File: src/rtl/typePack.sv
// Shared RV32I encoding types: opcodes, funct3 codes, instruction formats
// and the immediate-format selector used by the decode stage.
package typePack;

    localparam int unsigned ILEN = 32;

    typedef enum logic [6:0] {
        OPC_LUI    = 7'b0110111,
        OPC_AUIPC  = 7'b0010111,
        OPC_JAL    = 7'b1101111,
        OPC_JALR   = 7'b1100111,
        OPC_BRANCH = 7'b1100011,
        OPC_L      = 7'b0000011,
        OPC_S      = 7'b0100011,
        OPC_IMM    = 7'b0010011,
        OPC_OP     = 7'b0110011
    } opcode_e;

    typedef enum logic [2:0] {
        F3_BEQ  = 3'b000,
        F3_BNE  = 3'b001,
        F3_BLT  = 3'b100,
        F3_BGE  = 3'b101,
        F3_BLTU = 3'b110,
        F3_BGEU = 3'b111
    } branch_f3_e;

    typedef enum logic [2:0] {
        F3_LB  = 3'b000,
        F3_LH  = 3'b001,
        F3_LW  = 3'b010,
        F3_LBU = 3'b100,
        F3_LHU = 3'b101
    } load_f3_e;

    typedef enum logic [2:0] {
        F3_SB = 3'b000,
        F3_SH = 3'b001,
        F3_SW = 3'b010
    } store_f3_e;

    typedef enum logic [2:0] {
        F3_ADD  = 3'b000,
        F3_SLL  = 3'b001,
        F3_SLT  = 3'b010,
        F3_SLTU = 3'b011,
        F3_XOR  = 3'b100,
        F3_SRL  = 3'b101,
        F3_OR   = 3'b110,
        F3_AND  = 3'b111
    } alu_f3_e;

    // funct7 marking SUB / SRA (and SRAI in imm[11:5])
    localparam logic [6:0] ASUB = 7'b0100000;

    typedef enum logic [2:0] {
        IMM_I,
        IMM_S,
        IMM_B,
        IMM_U,
        IMM_J,
        IMM_NONE
    } imm_fmt_e;

    typedef struct packed {
        logic [6:0] funct7;
        logic [4:0] rs2;
        logic [4:0] rs1;
        logic [2:0] funct3;
        logic [4:0] rd;
        opcode_e    opcode;
    } r_type_t;

    typedef struct packed {
        logic [11:0] imm11_0;
        logic [4:0]  rs1;
        logic [2:0]  funct3;
        logic [4:0]  rd;
        opcode_e     opcode;
    } i_type_t;

    typedef struct packed {
        logic [6:0] imm11_5;
        logic [4:0] rs2;
        logic [4:0] rs1;
        logic [2:0] funct3;
        logic [4:0] imm4_0;
        opcode_e    opcode;
    } s_type_t;

    typedef struct packed {
        logic       imm12;
        logic [5:0] imm10_5;
        logic [4:0] rs2;
        logic [4:0] rs1;
        logic [2:0] funct3;
        logic [3:0] imm4_1;
        logic       imm11;
        opcode_e    opcode;
    } b_type_t;

    typedef struct packed {
        logic [19:0] imm31_12;
        logic [4:0]  rd;
        opcode_e     opcode;
    } u_type_t;

    typedef struct packed {
        logic       imm20;
        logic [9:0] imm10_1;
        logic       imm11;
        logic [7:0] imm19_12;
        logic [4:0] rd;
        opcode_e    opcode;
    } j_type_t;

    typedef union packed {
        r_type_t r;
        i_type_t i;
        s_type_t s;
        b_type_t b;
        u_type_t u;
        j_type_t j;
    } instruction_t;

endpackage

File: src/rtl/id_decode.sv
// Combinational RV32I field/immediate decode with legality and
// register-write qualification.
module id_decode
    import typePack::*;
(
    input  instruction_t instr,
    output logic [6:0]   opcode_c,
    output logic [2:0]   funct3_c,
    output logic [6:0]   funct7_c,
    output logic [4:0]   rs1_c,
    output logic [4:0]   rs2_c,
    output logic [4:0]   rd_c,
    output logic [31:0]  imm_c,
    output logic         reg_write_c,
    output logic         illegal_c
);

    imm_fmt_e   fmt;
    logic       writes_rd;
    logic       uses_rs1;
    logic       uses_rs2;
    logic       uses_rd;
    logic [2:0] f3;
    logic [6:0] f7;

    assign f3 = instr.r.funct3;
    assign f7 = instr.r.funct7;

    // Per-opcode format, register usage and encoding legality
    always_comb begin
        fmt       = IMM_NONE;
        illegal_c = 1'b1;
        writes_rd = 1'b0;
        uses_rs1  = 1'b1;
        uses_rs2  = 1'b0;
        uses_rd   = 1'b1;
        case (instr.r.opcode)
            OPC_LUI, OPC_AUIPC: begin
                fmt       = IMM_U;
                illegal_c = 1'b0;
                writes_rd = 1'b1;
                uses_rs1  = 1'b0;
            end
            OPC_JAL: begin
                fmt       = IMM_J;
                illegal_c = 1'b0;
                writes_rd = 1'b1;
                uses_rs1  = 1'b0;
            end
            OPC_JALR: begin
                fmt       = IMM_I;
                illegal_c = (f3 != 3'b000);
                writes_rd = 1'b1;
            end
            OPC_BRANCH: begin
                fmt       = IMM_B;
                illegal_c = !(f3 inside {F3_BEQ, F3_BNE, F3_BLT, F3_BGE, F3_BLTU, F3_BGEU});
                uses_rs2  = 1'b1;
                uses_rd   = 1'b0;
            end
            OPC_L: begin
                fmt       = IMM_I;
                illegal_c = !(f3 inside {F3_LB, F3_LH, F3_LW, F3_LBU, F3_LHU});
                writes_rd = 1'b1;
            end
            OPC_S: begin
                fmt       = IMM_S;
                illegal_c = !(f3 inside {F3_SB, F3_SH, F3_SW});
                uses_rs2  = 1'b1;
                uses_rd   = 1'b0;
            end
            OPC_IMM: begin
                fmt       = IMM_I;
                illegal_c = ((f3 == F3_SLL) && (f7 != 7'b0000000)) ||
                            ((f3 == F3_SRL) && !((f7 == 7'b0000000) || (f7 == ASUB)));
                writes_rd = 1'b1;
            end
            OPC_OP: begin
                fmt       = IMM_NONE;
                illegal_c = !((f7 == 7'b0000000) ||
                              ((f7 == ASUB) && ((f3 == F3_ADD) || (f3 == F3_SRL))));
                writes_rd = 1'b1;
                uses_rs2  = 1'b1;
            end
            default: ;
        endcase
    end

    // Immediate assembly; illegal encodings carry no immediate
    always_comb begin
        imm_c = 32'd0;
        case (fmt)
            IMM_I: imm_c = {{20{instr.i.imm11_0[11]}}, instr.i.imm11_0};
            IMM_S: imm_c = {{20{instr.s.imm11_5[6]}}, instr.s.imm11_5, instr.s.imm4_0};
            IMM_B: imm_c = {{19{instr.b.imm12}}, instr.b.imm12, instr.b.imm11,
                            instr.b.imm10_5, instr.b.imm4_1, 1'b0};
            IMM_U: imm_c = {instr.u.imm31_12, 12'd0};
            IMM_J: imm_c = {{11{instr.j.imm20}}, instr.j.imm20, instr.j.imm19_12,
                            instr.j.imm11, instr.j.imm10_1, 1'b0};
            default: imm_c = 32'd0;
        endcase
        if (illegal_c) begin
            imm_c = 32'd0;
        end
    end

    assign opcode_c    = instr.r.opcode;
    assign funct3_c    = f3;
    assign funct7_c    = f7;
    assign rs1_c       = uses_rs1 ? instr.r.rs1 : 5'd0;
    assign rs2_c       = uses_rs2 ? instr.r.rs2 : 5'd0;
    assign rd_c        = uses_rd  ? instr.r.rd  : 5'd0;
    assign reg_write_c = !illegal_c && writes_rd && (instr.r.rd != 5'd0);

endmodule

File: src/rtl/id_stage.sv
// Single-entry registered decode stage: valid/ready handshake toward fetch
// and execute, flush-priority discard, decoded fields held in registers.
module id_stage
    import typePack::*;
#(
    parameter int unsigned XLEN = 32
) (
    input  logic            clk,
    input  logic            rst,
    input  logic            if_valid,
    output logic            if_ready,
    input  logic [31:0]     if_instr,
    input  logic [XLEN-1:0] if_pc,
    input  logic            flush,
    output logic            id_valid,
    input  logic            id_ready,
    output logic [XLEN-1:0] id_pc,
    output logic [6:0]      id_opcode,
    output logic [2:0]      id_funct3,
    output logic [6:0]      id_funct7,
    output logic [4:0]      id_rs1,
    output logic [4:0]      id_rs2,
    output logic [4:0]      id_rd,
    output logic [31:0]     id_imm,
    output logic            id_reg_write,
    output logic            id_illegal
);

    instruction_t instr;
    logic [6:0]   dec_opcode;
    logic [2:0]   dec_funct3;
    logic [6:0]   dec_funct7;
    logic [4:0]   dec_rs1;
    logic [4:0]   dec_rs2;
    logic [4:0]   dec_rd;
    logic [31:0]  dec_imm;
    logic         dec_reg_write;
    logic         dec_illegal;
    logic         load;
    logic         capture;
    logic         valid_d;

    assign instr = instruction_t'(if_instr);

    id_decode u_decode (
        .instr       (instr),
        .opcode_c    (dec_opcode),
        .funct3_c    (dec_funct3),
        .funct7_c    (dec_funct7),
        .rs1_c       (dec_rs1),
        .rs2_c       (dec_rs2),
        .rd_c        (dec_rd),
        .imm_c       (dec_imm),
        .reg_write_c (dec_reg_write),
        .illegal_c   (dec_illegal)
    );

    assign if_ready = !id_valid || id_ready;

    // Flush wins over both a new load and a drain
    always_comb begin
        load    = if_valid && if_ready;
        capture = load && !flush;
        valid_d = id_valid;
        if (flush) begin
            valid_d = 1'b0;
        end else if (load) begin
            valid_d = 1'b1;
        end else if (id_ready) begin
            valid_d = 1'b0;
        end
    end

    always_ff @(posedge clk or posedge rst) begin
        if (rst) begin
            id_valid     <= 1'b0;
            id_pc        <= '0;
            id_opcode    <= 7'd0;
            id_funct3    <= 3'd0;
            id_funct7    <= 7'd0;
            id_rs1       <= 5'd0;
            id_rs2       <= 5'd0;
            id_rd        <= 5'd0;
            id_imm       <= 32'd0;
            id_reg_write <= 1'b0;
            id_illegal   <= 1'b0;
        end else begin
            id_valid <= valid_d;
            if (capture) begin
                id_pc        <= if_pc;
                id_opcode    <= dec_opcode;
                id_funct3    <= dec_funct3;
                id_funct7    <= dec_funct7;
                id_rs1       <= dec_rs1;
                id_rs2       <= dec_rs2;
                id_rd        <= dec_rd;
                id_imm       <= dec_imm;
                id_reg_write <= dec_reg_write;
                id_illegal   <= dec_illegal;
            end
        end
    end

endmodule

File: config.mk
export PLATFORM = sky130hd
export DESIGN_NAME = id_stage
export DESIGN_NICKNAME = d
export VERILOG_FILES = /design/src/rtl/typePack.sv /design/src/rtl/id_decode.sv /design/src/rtl/id_stage.sv
export SDC_FILE = /design/constraint.sdc
export NUM_CORES = 1
export LEC_CHECK = 0
export CORE_UTILIZATION = 39
export DETAILED_ROUTE_END_ITERATION = 7
export GPL_ROUTABILITY_DRIVEN = 1
export PLACE_DENSITY = 0.76
export SLEW_MARGIN = 5
export SYNTH_ARGS = -nofsm -noshare
export SYNTH_HDL_FRONTEND = slang
export SYNTH_SLANG_ARGS = --single-unit
File: constraint.sdc
create_clock -name clk -period 3.1 [get_ports clk]
set_clock_uncertainty 0.05 [all_clocks]
set_input_delay 0.31 -clock clk [delete_from_list [all_inputs] [get_ports clk]]
set_output_delay 0.31 -clock clk [all_outputs]
set_load 0.05 [all_outputs]
* Word-level counts from Yosys, hierarchy flattened
Cells that the tools add are included.
** Cells by class
- Equality and inequality tests :: 20
- Muxes and demuxes :: 12
- Reduce and logical (&&, ||, !) cells :: 36
** Operator list (count)
- $pmux 32 s5 :: 1
- $mux 32 :: 1
- $eq 7x6->1 const B :: 4
- $eq 7x7->1 const B :: 3
- $eq 3x3->1 const B :: 5
- $mux 5 :: 3
- $pmux 3 s5 :: 1
- $eq 7x5->1 const B :: 2
- $reduce_bool 5->1 :: 2
- $eq 3x2->1 const B :: 3
- $reduce_bool 3->1 :: 3
- $reduce_or 3->1 :: 3
- $logic_not 1->1 :: 8
- $eq 7x2->1 const B :: 1
- $logic_and 1x1->1 :: 7
- $logic_not 7->1 :: 1
- $pmux 1 s7 :: 1
- $reduce_bool 7->1 :: 1
- $reduce_or 7->1 :: 1
- $eq 3x1->1 const B :: 2
- $logic_not 3->1 :: 2
- $reduce_bool 6->1 :: 1
- $logic_or 1x1->1 :: 5
- $mux 1 :: 5
- $reduce_or 2->1 :: 2
** Word-level totals
- Output and inout port bits :: 100
- Bits of input ports :: 69
- Register bits after elaboration :: 99
- Logic and storage cells :: 79

* Longest topological paths before layout
- Depth after elaboration :: 9
- Mapped depth :: 7
- Gate-level depth less buffers :: 5

* Modules after synthesis
From an unflattened synthesis, not the netlist that was laid out.
** Second synthesis, totals
- Cells, all modules :: 377
- Area, all modules :: 4792.1 µm²
** By module, submodules not included
- id_stage :: times used 1, area each 3821.2 µm², sequential area each 2477.4 µm², cells an instance 214
- id_decode :: times used 1, area each 970.9 µm², sequential area each 0.0 µm², cells an instance 163

* Least setup slack after synthesis
Ideal clock, no wire load.
- Path kind :: reg2reg
- Start :: register id_valid
- End :: register id_funct3[0]
- Clock period less this slack :: 2.548 ns
- Data required time :: 2.925 ns
- Stages on the path, launching flop included :: 6
- Buffers on the path :: 2
- Arrival :: 2.374 ns
- Slack :: 0.552 ns
- Setup time :: 0.125 ns
- Cells stage by stage :: dfrtp_1 -> nand2b_1 -> nand3b_1 -> clkbuf_1 -> clkbuf_1 -> mux2_2
** Between the ends
- Word-level cells in the longest chain between the ends :: 4
** Ends and longest elaborated chain
- from (decl) :: RTL line id_stage.sv:15 : output logic id_valid,
- from (signal assigned) :: RTL line id_stage.sv:88 : id_valid <= valid_d;
- $logic_not 1->1 :: RTL line id_stage.sv:58 : assign if_ready = !id_valid || id_ready;
- $logic_or 1x1->1 :: RTL line id_stage.sv:58
- named net if_ready :: RTL line id_stage.sv:11 : output logic if_ready,
- $logic_and 1x1->1 :: RTL line id_stage.sv:62 : load = if_valid && if_ready;
- $logic_and 1x1->1 :: RTL line id_stage.sv:63 : capture = load && !flush;
- to (signal assigned) :: RTL line id_stage.sv:92 : id_funct3 <= dec_funct3;
- to (decl) :: RTL line id_stage.sv:19 : output logic [2:0] id_funct3,
The timed path passes the listed nets, and every way through them passes these cells.
A chain may end at the register's enable or synchronous reset.

* Final worst setup path
- Start :: input if_instr[6]
- End :: register id_imm[8]
** Between the ends
- Word-level cells in the longest chain between the ends :: 6
- Elaborated cells between the ends (all ways) :: 21
- Classes of those cells :: eq/ne: 13; mux: 4; reduce/logical: 4
** Ends and longest elaborated chain
- from (decl) :: RTL line id_stage.sv:12 : input logic [31:0] if_instr,
- $eq 7x7->1 (tied with other cells) :: RTL line id_decode.sv:37 : case (instr.r.opcode)
- $reduce_or 3->1 (no source line) or $reduce_or 2->1 (tied branches)
- $pmux 3 s5 :: RTL line id_decode.sv:37
- $eq 3x3->1 (tied with other cells) :: RTL line id_decode.sv:92 : case (fmt)
- $pmux 32 s5 :: RTL line id_decode.sv:92
- $mux 32 (*) :: RTL line id_decode.sv:102 : if (illegal_c) begin
- to (signal assigned) :: RTL line id_stage.sv:97 : id_imm <= dec_imm;
- to (decl) :: RTL line id_stage.sv:24 : output logic [31:0] id_imm,
Every way passes the cells marked *; elsewhere a longest branch is shown, timed or not.

==> impl_metrics.ini <==
[drt]
ant_nets = 0
drt-initial-drc-count = 271
routed_wl_mm = 11.2
avgViaCountPerCell = 5.26
vias = 3610
drc_errors = 0
wl_per_cell_um = 16.3
first_pass_iters = 5

[yosys]
synth_seq_area_share_pct = 58.8
synth_fp_nets = 448
synth_cell_type_count = 38
syn_inst = 379
synth_edf_count = 0
synth_area_um2 = 4210
ys.warnings.count = 0
ys_ff_latch = 99
synth_ff_type = dfrtp_1
synth_area_per_cell_um2 = 11.1
async_flop_share_pct = 100

[final_layout]
drive_above_1_share_pct = 14.0
fillers = 899
fin_nets = 614
antennaDiodeCount = 0
finish.instance_area_um2 = 6280
register_area_um2 = 2480
final_cell_mix = clkdlybuf4s50_1 (168), dfrtp_1 (99), nand2_1 (64)
area_growth_pct = 49.2
multi_input_area_um2 = 1620
final_common_cell = clkdlybuf4s50_1

[worst_setup_path]
cp_top_family = buffers and inverters
crit_arrival_ns = 2.45
crit_path_end_kind = flip-flop
path_buf_inv = 2
worst_path_max_delay_cell = clkdlybuf4s50_1
crit_path_cell_trace = clkdlybuf4s50_1 > nor2b_1 > or4b_1 > a32oi_1 > nand4_1 > buf_4 > o21ai_1
timing.critical_path.required_ns = 3.33
startpoint_type = input pin
critical_path_depth = 7
path_class = input pin to flip-flop
r2r_cells = 4
crit_fanout = 17
crit_path_max_incr_delay_ns = 0.70

[clock_tree]
ctsHoldBuffers = 0
insertion_delay_ns = 0.35
root_buffer = clkbuf_8
cts_made_buffers = 9
ctsResizeCount = 0
cts-htree-levels = 3
post-cts-setup-buffers = 0
cts_buffer_depth = 2
cts_tree = done
clk_pin_slew_ns = 0.10
clock-sinks = 99

[floorplan]
rows = 37
die_w_um = 106
die_area_um2 = 11200
start_util_pct = 40.4
coreArea_um2 = 10400
ioPinCount = 169
die_h_um = 106

[place]
place_hpwl_mm = 8.13
numPortBuffers = 168
placed_cell_area_um2 = 6060
place.gp.congestion = 0.918

[sta]
hold_viol_final = 0
fin_crit_ns = 2.22
period_share_pct = 71.7
tns_ns = 0
finalMaxSlewViolations = 0
whs_ns = 0.371
maxSlewHeadroom_pct = 51.1
setup_viol = 0
tightestPinTransition_ns = 0.723
max_freq_mhz = 450
rsz0062_at_grt = no

[grt]
first_global_vias = 3600
grtUsageTotal_pct = 20.7
grt.overflow.total = 0
grt_max_degree = 58
antenna_found_initial = 0
grt_pass1_wl_mm = 18.2

[power_and_ir_drop]
ir_worst_vdd_uv = 323
power.leakage_nw = 2.59
powerDensity_nw_per_um2 = 559

[worst_hold_path]
hold_path_class = input pin to async pin

[run]
maxCapViolCount = 0

[run_status]
status = complete, no violations
cells in the mapped netlist, types with 5 or more instances:
library cell / count / area, µm²
mux2_2: 48 / 541
a21oi_1: 21 / 105
dfrtp_1: 99 / 2480
o21ai_1: 33 / 165
and3_1: 5 / 31.3
buf_2: 8 / 40.0
nand2_1: 64 / 240
inv_1: 5 / 18.8
a22o_1: 8 / 70.1
nand2b_1: 5 / 31.3
o21ai_0: 18 / 90.1
nor2_1: 7 / 26.3
clkbuf_1: 15 / 56.3
final cells by class:
class | instances | area share [%]
well taps | 136 | 2.71
multi-input cells | 251 | 25.7
inverters | 5 | 0.339
clock buffers | 9 | 1.97
flip-flops and latches | 99 | 39.4
clock inverters | 7 | 1.57
repair buffers | 179 | 28.3
through the flow:
stage | cells | power, W | worst slack, ns | utilization, %
2_1_floorplan | 379 | 0.00219 | 0.150 | -
3_3_place_gp | 670 | 0.00261 | 0.593 | 58.2
3_5_place_dp | 670 | 0.00263 | 0.545 | 58.2
4_1_cts | 686 | 0.00356 | 0.935 | 60.3
5_1_grt | 686 | 0.00366 | 0.718 | 60.3
6_report | 686 | 0.00351 | 0.876 | 60.3
state kept, by name, indices dropped and copies added (netlist names):
name	cells
id_funct3	3
id_funct7	7
id_illegal	1
id_imm	32
id_opcode	7
id_pc	32
id_rd	5
id_reg_write	1
id_rs1	5
id_rs2	5
id_valid	1
final timing paths:
path | from | end | slack, ns
setup / recovery | if_instr[6] | id_imm[8] | 0.88
setup reg to reg | id_valid | id_funct7[3] | 1.25
hold reg to reg | id_rs1[1] | id_rs1[1] | 0.44
max in group asynchronous | rst | id_imm[27] | 1.93
hold / removal | rst | id_pc[9] | 0.37
min in group clk | id_rs1[1] | id_rs1[1] | 0.44
per-layer routing:
layer	GRT usage [%]	vias up	wire (µm)
met1	28.0	1765	4900
met2	32.9	164	5220
met3	4.97	19	902
met5	0	-	0
li1	-	1662	-
met4	6.85	0	171
report_power, final:
part           internal (W)  switching [W]  leakage [nW]
clock              0.000460       0.000454         0.110
combinational      0.000414       0.000695          1.22
sequential          0.00142      0.0000649          1.26
total               0.00230        0.00121          2.59
cells by family (layout without fill, tap and decap cells):
| kind of cell | Yosys count | after routing | share of synthesized area, % |
|---|---|---|---|
| and+or+nand+nor | 107 | 107 | 12.2 |
| buffers and inverters | 29 | 200 | 2.82 |
| AOI/OAI and AO/OA | 95 | 95 | 13.1 |
| DFF | 99 | 99 | 58.8 |
| muxes | 48 | 48 | 12.8 |
| xor gates and xnor gates | 1 | 1 | 0.208 |
Power figures use the tool's default switching activity.
